===== config.mk =====
export PLATFORM = sky130hd
export DESIGN_NAME = nes_pad_poller
export DESIGN_NICKNAME = d
export VERILOG_FILES = /design/src/rtl/nes_pad_poller.sv
export SDC_FILE = /design/constraint.sdc
export NUM_CORES = 1
export LEC_CHECK = 0
export ABC_AREA = 0
export ABC_CLOCK_PERIOD_IN_PS = 2700
export BUFFER_PORTS_ARGS = -buffer_cell sky130_fd_sc_hd__buf_2
export CAP_MARGIN = 40
export CORE_MARGIN = 2
export CORE_UTILIZATION = 40
export DETAILED_ROUTE_END_ITERATION = 16
export PLACE_DENSITY = 0.53
export RECOVER_POWER = 50
export SKIP_CTS_REPAIR_TIMING = 1
export SLEW_MARGIN = 40
export SYNTH_ARGS = -nofsm -noshare
export SYNTH_HDL_FRONTEND = slang
export SYNTH_SLANG_ARGS = --single-unit

===== constraint.sdc =====
create_clock -name clk -period 2.7 [get_ports clk]
set_input_delay 0.405 -clock clk [delete_from_list [all_inputs] [get_ports clk]]
set_output_delay 0.405 -clock clk [all_outputs]
set_load 0.01 [all_outputs]

===== src/rtl/nes_pad_poller.sv =====
// NES controller port sequencer: latch/clock protocol, serial capture,
// registered active-high button word with a newly-pressed mask.
module nes_pad_poller #(
  parameter int LATCH_CYCLES = 300,
  parameter int HALF_CYCLES  = 150
) (
  input  logic       clk,
  input  logic       rst_n,
  input  logic       poll,
  input  logic       nes_data,
  output logic       nes_latch,
  output logic       nes_clk,
  output logic [7:0] buttons,
  output logic [7:0] pressed,
  output logic       valid,
  output logic       busy
);

  localparam logic [2:0] S_IDLE  = 3'd0;
  localparam logic [2:0] S_LATCH = 3'd1;
  localparam logic [2:0] S_GAP   = 3'd2;
  localparam logic [2:0] S_HI    = 3'd3;
  localparam logic [2:0] S_LO    = 3'd4;
  localparam logic [2:0] S_DONE  = 3'd5;

  localparam logic [15:0] LAT  = 16'(LATCH_CYCLES);
  localparam logic [15:0] HALF = 16'(HALF_CYCLES);

  logic [2:0]  state;
  logic [15:0] cnt;
  logic [2:0]  idx;
  logic [7:0]  shift;
  logic        s1;
  logic        s2;
  logic        last;
  logic [7:0]  word;

  // Counter is loaded with the phase length; a phase ends when it reads 1.
  assign last = (cnt == 16'd1);

  // Completed word including the bit 7 being sampled on the final edge.
  always_comb begin
    word    = shift;
    word[7] = ~s2;
  end

  always_ff @(posedge clk) begin
    if (!rst_n) begin
      state     <= S_IDLE;
      cnt       <= '0;
      idx       <= '0;
      shift     <= '0;
      s1        <= 1'b0;
      s2        <= 1'b0;
      nes_latch <= 1'b0;
      nes_clk   <= 1'b0;
      buttons   <= '0;
      pressed   <= '0;
      valid     <= 1'b0;
      busy      <= 1'b0;
    end else begin
      s1    <= nes_data;
      s2    <= s1;
      valid <= 1'b0;
      case (state)
        S_IDLE: begin
          if (poll) begin
            state     <= S_LATCH;
            cnt       <= LAT;
            nes_latch <= 1'b1;
            busy      <= 1'b1;
          end
        end
        S_LATCH: begin
          if (last) begin
            state     <= S_GAP;
            cnt       <= HALF;
            nes_latch <= 1'b0;
          end else begin
            cnt <= cnt - 16'd1;
          end
        end
        S_GAP: begin
          if (last) begin
            shift[0] <= ~s2;
            idx      <= 3'd1;
            state    <= S_HI;
            cnt      <= HALF;
            nes_clk  <= 1'b1;
          end else begin
            cnt <= cnt - 16'd1;
          end
        end
        S_HI: begin
          if (last) begin
            state   <= S_LO;
            cnt     <= HALF;
            nes_clk <= 1'b0;
          end else begin
            cnt <= cnt - 16'd1;
          end
        end
        S_LO: begin
          if (last) begin
            shift[idx] <= ~s2;
            if (idx == 3'd7) begin
              buttons <= word;
              pressed <= word & ~buttons;
              valid   <= 1'b1;
              state   <= S_DONE;
              cnt     <= '0;
            end else begin
              idx     <= idx + 3'd1;
              state   <= S_HI;
              cnt     <= HALF;
              nes_clk <= 1'b1;
            end
          end else begin
            cnt <= cnt - 16'd1;
          end
        end
        S_DONE: begin
          state <= S_IDLE;
          busy  <= 1'b0;
        end
        default: begin
          state <= S_IDLE;
          busy  <= 1'b0;
        end
      endcase
    end
  end

endmodule


==> results of run 1 <==
[Yosys cell counts (all sizes together), types with 2 or more instances]
| library cell | number | share of area, % |
|---|---|---|
| a211o | 2 | 0.67 |
| a211oi | 3 | 1.1 |
| a21o | 2 | 0.58 |
| a21oi | 13 | 2.5 |
| a2bb2oi | 2 | 0.67 |
| a311oi | 5 | 1.7 |
| a31oi | 5 | 1.2 |
| a32o | 2 | 0.77 |
| a41oi | 8 | 2.7 |
| and2 | 4 | 0.96 |
| and3 | 4 | 0.96 |
| and4 | 2 | 0.67 |
| buf | 8 | 2.1 |
| clkbuf | 17 | 2.5 |
| dfxtp | 51 | 39 |
| ha | 4 | 1.9 |
| inv | 6 | 0.87 |
| mux2i | 18 | 6.9 |
| nand2 | 36 | 5.2 |
| nand2b | 4 | 0.96 |
| nand3 | 4 | 0.77 |
| nand3b | 8 | 2.3 |
| nand4 | 3 | 0.72 |
| nor2 | 14 | 2.0 |
| nor2b | 3 | 0.72 |
| nor3 | 7 | 1.3 |
| nor4 | 7 | 1.9 |
| nor4b | 3 | 1.0 |
| o21a | 3 | 0.87 |
| o21ai | 12 | 2.3 |
| o31ai | 5 | 1.4 |
| or2 | 3 | 0.72 |
| or3 | 7 | 1.7 |
| or3b | 2 | 0.67 |
| or4 | 5 | 1.6 |
| xnor2 | 3 | 1.0 |
[layout make-up]
type	instances	share of cell area, %
Sequential cell	51	36.3
Inverter	6	0.800
Clock buffer	6	2.93
Tap cell	77	3.42
Clock inverter	2	0.578
Multi-Input combinational cell	217	51.2
Timing Repair Buffer	30	4.84
[worst max-delay path, stage by stage, from the launching register on]
cell and delay (ns):
dfxtp_1 0.43, ha_1 0.16, or4b_1 0.57, or4_4 0.71
and3_1 0.23, a22o_1 0.17
[stage by stage]
stage	std cells	power (mW)	worst slack (ns)	hold slack, ns
after floorplan	299	1.65	0.485	0.412
after global routing	389	2.45	0.200	0.312
after global placement	381	1.83	0.377	0.424
after detailed placement	381	1.82	0.329	0.419
final	389	2.29	0.317	0.304
after CTS	389	2.31	0.321	0.297
[kinds of logic after synthesis]
logic type / synth area share, %
xor+xnor: 1.01
buf+inv: 5.43
simple gates: 25.2
mux: 6.92
flops: 39.2
compound gates: 20.2
fa+ha+maj: 1.92
[state kept, by name, indices dropped and copies added, names as in the netlist]
| register | cells |
|---|---|
| cnt | 16 |
| buttons | 8 |
| pressed | 8 |
| shift | 7 |
| idx | 3 |
| state | 3 |
| busy | 1 |
| nes_clk | 1 |
| nes_latch | 1 |
| s1 | 1 |
| s2 | 1 |
| valid | 1 |
[worst paths after layout]
path	endpoint	slack [ns]	cells past startpoint
setup / recovery	cnt[11]$_SDFFE_PN0P_	0.32	5
hold / removal	s1$_SDFF_PN0_	0.30	2
hold reg to reg	s2$_SDFF_PN0_	0.44	1
setup reg to reg	cnt[11]$_SDFFE_PN0P_	0.32	5
[cells in the final DEF (no fill, tap or decap), types with 3 or more instances in the layout]
cell type	instances
nor3_1	7
buf_4	5
o21ai_0	6
clkbuf_1	21
ha_1	4
mux2i_1	18
nand3b_1	8
nand2_1	36
and2_1	3
o31ai_1	5
clkbuf_8	6
a21oi_1	13
nor2b_1	3
nand2b_1	4
nor4b_1	3
xnor2_1	3
nor2_1	14
buf_2	3
or4_1	4
o21ai_1	6
dfxtp_1	51
inv_1	6
and3_1	4
nand3_1	4
a41oi_1	8
a311oi_1	5
or3_1	7
a31oi_1	5
o21a_1	3
nor4_1	6
nand4_1	3
[metal layers]
metal | track usage [%] | routed length (um) | up-vias
met2 | 24.6 | 2480 | 56
met4 | 6.35 | 73 | 0
li1 | - | - | 1142
met1 | 27.1 | 3300 | 1069
met5 | 0 | 0 | -
met3 | 2.46 | 274 | 7
[power by group]
group / total [mW] / leakage (nW) / switching (mW) / internal, mW
combinational: 0.837 / 0.596 / 0.511 / 0.326
sequential: 0.975 / 0.415 / 0.130 / 0.845
clock: 0.482 / 0.0474 / 0.272 / 0.210
total: 2.29 / 1.06 / 0.912 / 1.38
==> results.ini, run 1 <==
[outcome]
status=finished clean

[sta]
slew_violations=0
rsz0062_at_grt=false
finalHoldViolations=0
finalCritPeriodShare_pct=88.3
fmax_mhz=420
maxSlewHeadroom_pct=2.47
setup_viol=0
min_period_ns=2.38
tns_ns=0
finClkSkew_ns=0.0102
worst_pin_slew_ns=1.46

[placed_design]
portBuffers=23
dp_hpwl_um=4030
postPlaceCellArea_mm2=0.00275
gp_congestion=0.792

[global_routing]
grt_pass1_wl_um=10300
grt_pass1_vias=2117
antenna_found_initial=0
grt_usage_pct=17.5
overflow=0
grt_max_degree=36

[routing]
via_per_inst=5.85
route.detailed.drc=0
drtIter0Drc=149
dr_total_vias=2274
wl_per_cell_um=15.8
dr.pass1.iters=4
postRouteAntennaNets=0
drt_wl_total_um=6130

[clock_network]
clock_sinks=51
clkTransAtPathRegs_ns=0.10
cts_buffer_depth=2
root_buffer=clkbuf_8
htreeDepth=2
cts_tree=built
clock_latency_ns=0.31
cts_inserted_buffers=5

[synthesis]
yosysUniqueCellTypes=59
synth_seq_cells=51
synth_edf_count=0
synth_cells=299
synthFlopType=dfxtp_1
yosys_warnings=0
netlist_area_mm2=0.00260
synth.yosys.seq_area_share_pct=39.2
async_flop_share_pct=0
synth_area_per_cell_um2=8.70
syn-num-nets=307

[pwr]
p_leak_nw=1.06
power_density_mw_per_mm2=815
peakVddDrop_mv=0.389

[layout]
final_nets=319
syn2layout_area_growth_pct=8.17
fin_util_pct=44.6
drive_above_1_share_pct=8.33
final_area_mm2=0.00282
nFillCells=651
diodes=0
seqCellArea_mm2=0.00102
multiInputGateArea_mm2=0.00144

[critical_path]
cp.required_ns=2.90
critPathMaxFanout=15
critPathLaunch=cnt[0]$_SDFFE_PN0P_
cp.arrival_ns=2.58
endpoint_kind=register
start_kind=register
r2r_start=cnt[0]$_SDFFE_PN0P_
crit_type=reg2reg

[hold_path]
hold_start=nes_data
hp-class=in2reg

[floorplan]
core-area_mm2=0.00631
fp.dieH_um=84.7
die-area_mm2=0.00717
initial_core_util_pct=41.2
io-pin-count=24
fp.dieW_um=84.7
num_rows=29

[job]
maxCapViolations=0

(Power assumes the default switching activity.)
==> run 2, diff against run 1 <==
Settings changed: ABC_CLOCK_PERIOD_IN_PS 2700 to 2600, MAX_ROUTING_LAYER set to met4.
Clock period 2.7 ns to 2.6 ns, I/O delays scaled along.
==> run 2 against run 1 <==
  * The run now ends with capacitance limit, slew limit left
  * Final area up 0.53%
  * Flip-flop and latch count unchanged
  * Clock skew up 0.0048 ns
  * Hold slack worse by 0.022 ns
  * Register-to-register slack worse by 0.14 ns
  * Count of clock-buffer cells in the layout unchanged
  * Via count down 0.22%
  * Sequential power up 4%
  * Cell count up 0.26%
  * Fmax down 1.6%
  * Clock power about the same
  * Critical path type unchanged
  * Critical endpoint is now shift[0]$_SDFFE_PN0P_
  * Largest cell class unchanged
  * Largest power group unchanged
  * Highest routed layer unchanged
==> results.ini, run 2 (synthesis results as in run 1) <==
[sta]
slew_violations=39
min_period_ns=2.42
finalHoldViolations=0
maxSlewHeadroom_pct=-4.27
finClkSkew_ns=0.0151
tns_ns=0
finalCritPeriodShare_pct=93.2
rsz0062_at_grt=false
worst_pin_slew_ns=1.56
setup_viol=0
fmax_mhz=413

[floorplan]
die-area_mm2=0.00717
num_rows=29
fp.dieW_um=84.7
initial_core_util_pct=41.2
fp.dieH_um=84.7
core-area_mm2=0.00631
io-pin-count=24

[global_routing]
grt_usage_pct=18.0
grt_pass1_vias=2057
antenna_found_initial=0
overflow=0
grt_pass1_wl_um=10200
grt_max_degree=39

[placed_design]
dp_hpwl_um=4100
gp_congestion=0.856
placed_cells=382
portBuffers=23

[layout]
fin_cells=390
largestRegisters=cnt x16, buttons x8, pressed x8
seqCellArea_mm2=0.00102
largest-register=cnt
layout_commonest_cell=dfxtp_1
most-common-layout-cells=dfxtp_1, nand2_1, clkbuf_1
diodes=0
syn2layout_area_growth_pct=8.75
multiInputGateArea_mm2=0.00145
largest_reg_flops=16
final_nets=320
drive_above_1_share_pct=8.63
nFillCells=658

[routing]
via_per_inst=5.82
wl_per_cell_um=15.3
drt_wl_total_um=5960
dr.pass1.iters=4
dr_total_vias=2269
route.detailed.drc=0
drtIter0Drc=138
postRouteAntennaNets=0

[clock_network]
cts_buffer_depth=2
clock_sinks=51
clkTransAtPathRegs_ns=0.10
clock_latency_ns=0.31
cts_tree=built
root_buffer=clkbuf_8
cts_inserted_buffers=5
htreeDepth=2

[job]
maxCapViolations=1

[critical_path]
cp.depth=5
max_stage_delay_ns=0.71
rr_worst_depth=5
crit_type=reg2reg
cp.required_ns=2.82
cp_top_family=simple AND/OR/NAND/NOR gates
endpoint_kind=register
cpMaxStageDelayCell=or4_4
critPathMaxFanout=15
worst-path-buf-inv=0
path_cells=ha_1 -> or4b_1 -> or4_4 -> a211oi_2 -> mux2i_1
start_kind=register
cp.arrival_ns=2.65

[hold_path]
hp-class=in2reg
hold_depth=2

[outcome]
status=finished with violations
violations=capacitance limit, slew limit

[pwr]
power_density_mw_per_mm2=834
p_total_mw=2.36
p_leak_nw=1.06
peakVddDrop_mv=0.437

[run 2: cell count changes in the layout (fill, tap and decap cells not counted)]
cell,before,now
nor4_2,1,2
nor4b_1,3,2
nor4b_2,0,1
buf_2,3,2
nor4_1,6,5
clkbuf_1,21,23
[run 2: layout make-up]
cell class	count	area share [%]
Clock buffer	6	2.92
Clock inverter	2	0.575
Inverter	6	0.796
Multi-Input combinational cell	217	51.3
Sequential cell	51	36.1
Tap cell	77	3.40
Timing Repair Buffer	31	4.91
[run 2: per-layer routing]
layer / wire, um / GRT usage (%) / up-vias
met5: 0 / - / -
met4: 51 / 5.92 / 0
met3: 257 / 3.74 / 4
met2: 2640 / 25.3 / 55
met1: 3010 / 25.7 / 1069
li1: - / - / 1141
[run 2: worst reg2reg max path, cell delays in order, from the launching register on]
cell	delay, ns
dfxtp_1	0.43
ha_1	0.17
or4b_1	0.57
or4_4	0.71
a211oi_2	0.25
mux2i_1	0.22
[run 2: power by group]
part           leakage [nW]  switching [mW]  total, mW  internal, mW
Clock                0.0474           0.266      0.484         0.218
Sequential            0.415           0.130       1.01         0.877
Combinational         0.598           0.524      0.870         0.346
[run 2: stage by stage]
step	worst slack [ns]	hold slack, ns	area (um^2)	util [%]
final	0.177	0.281	2830	44.8
after global routing	0.0406	0.270	2830	44.8
after CTS	0.184	0.272	2860	45.3
after detailed placement	0.213	0.422	2760	43.7
after global placement	0.278	0.418	2760	43.7
after floorplan	0.385	0.412	2600	-
[run 2: path summary, 6_finish.rpt]
path,from,endpoint,slack [ns]
min reg2reg,s1$_SDFF_PN0_,s2$_SDFF_PN0_,0.46
min,nes_data,s1$_SDFF_PN0_,0.28
max reg2reg,cnt[0]$_SDFFE_PN0P_,shift[0]$_SDFFE_PN0P_,0.18
max,cnt[0]$_SDFFE_PN0P_,shift[0]$_SDFFE_PN0P_,0.18
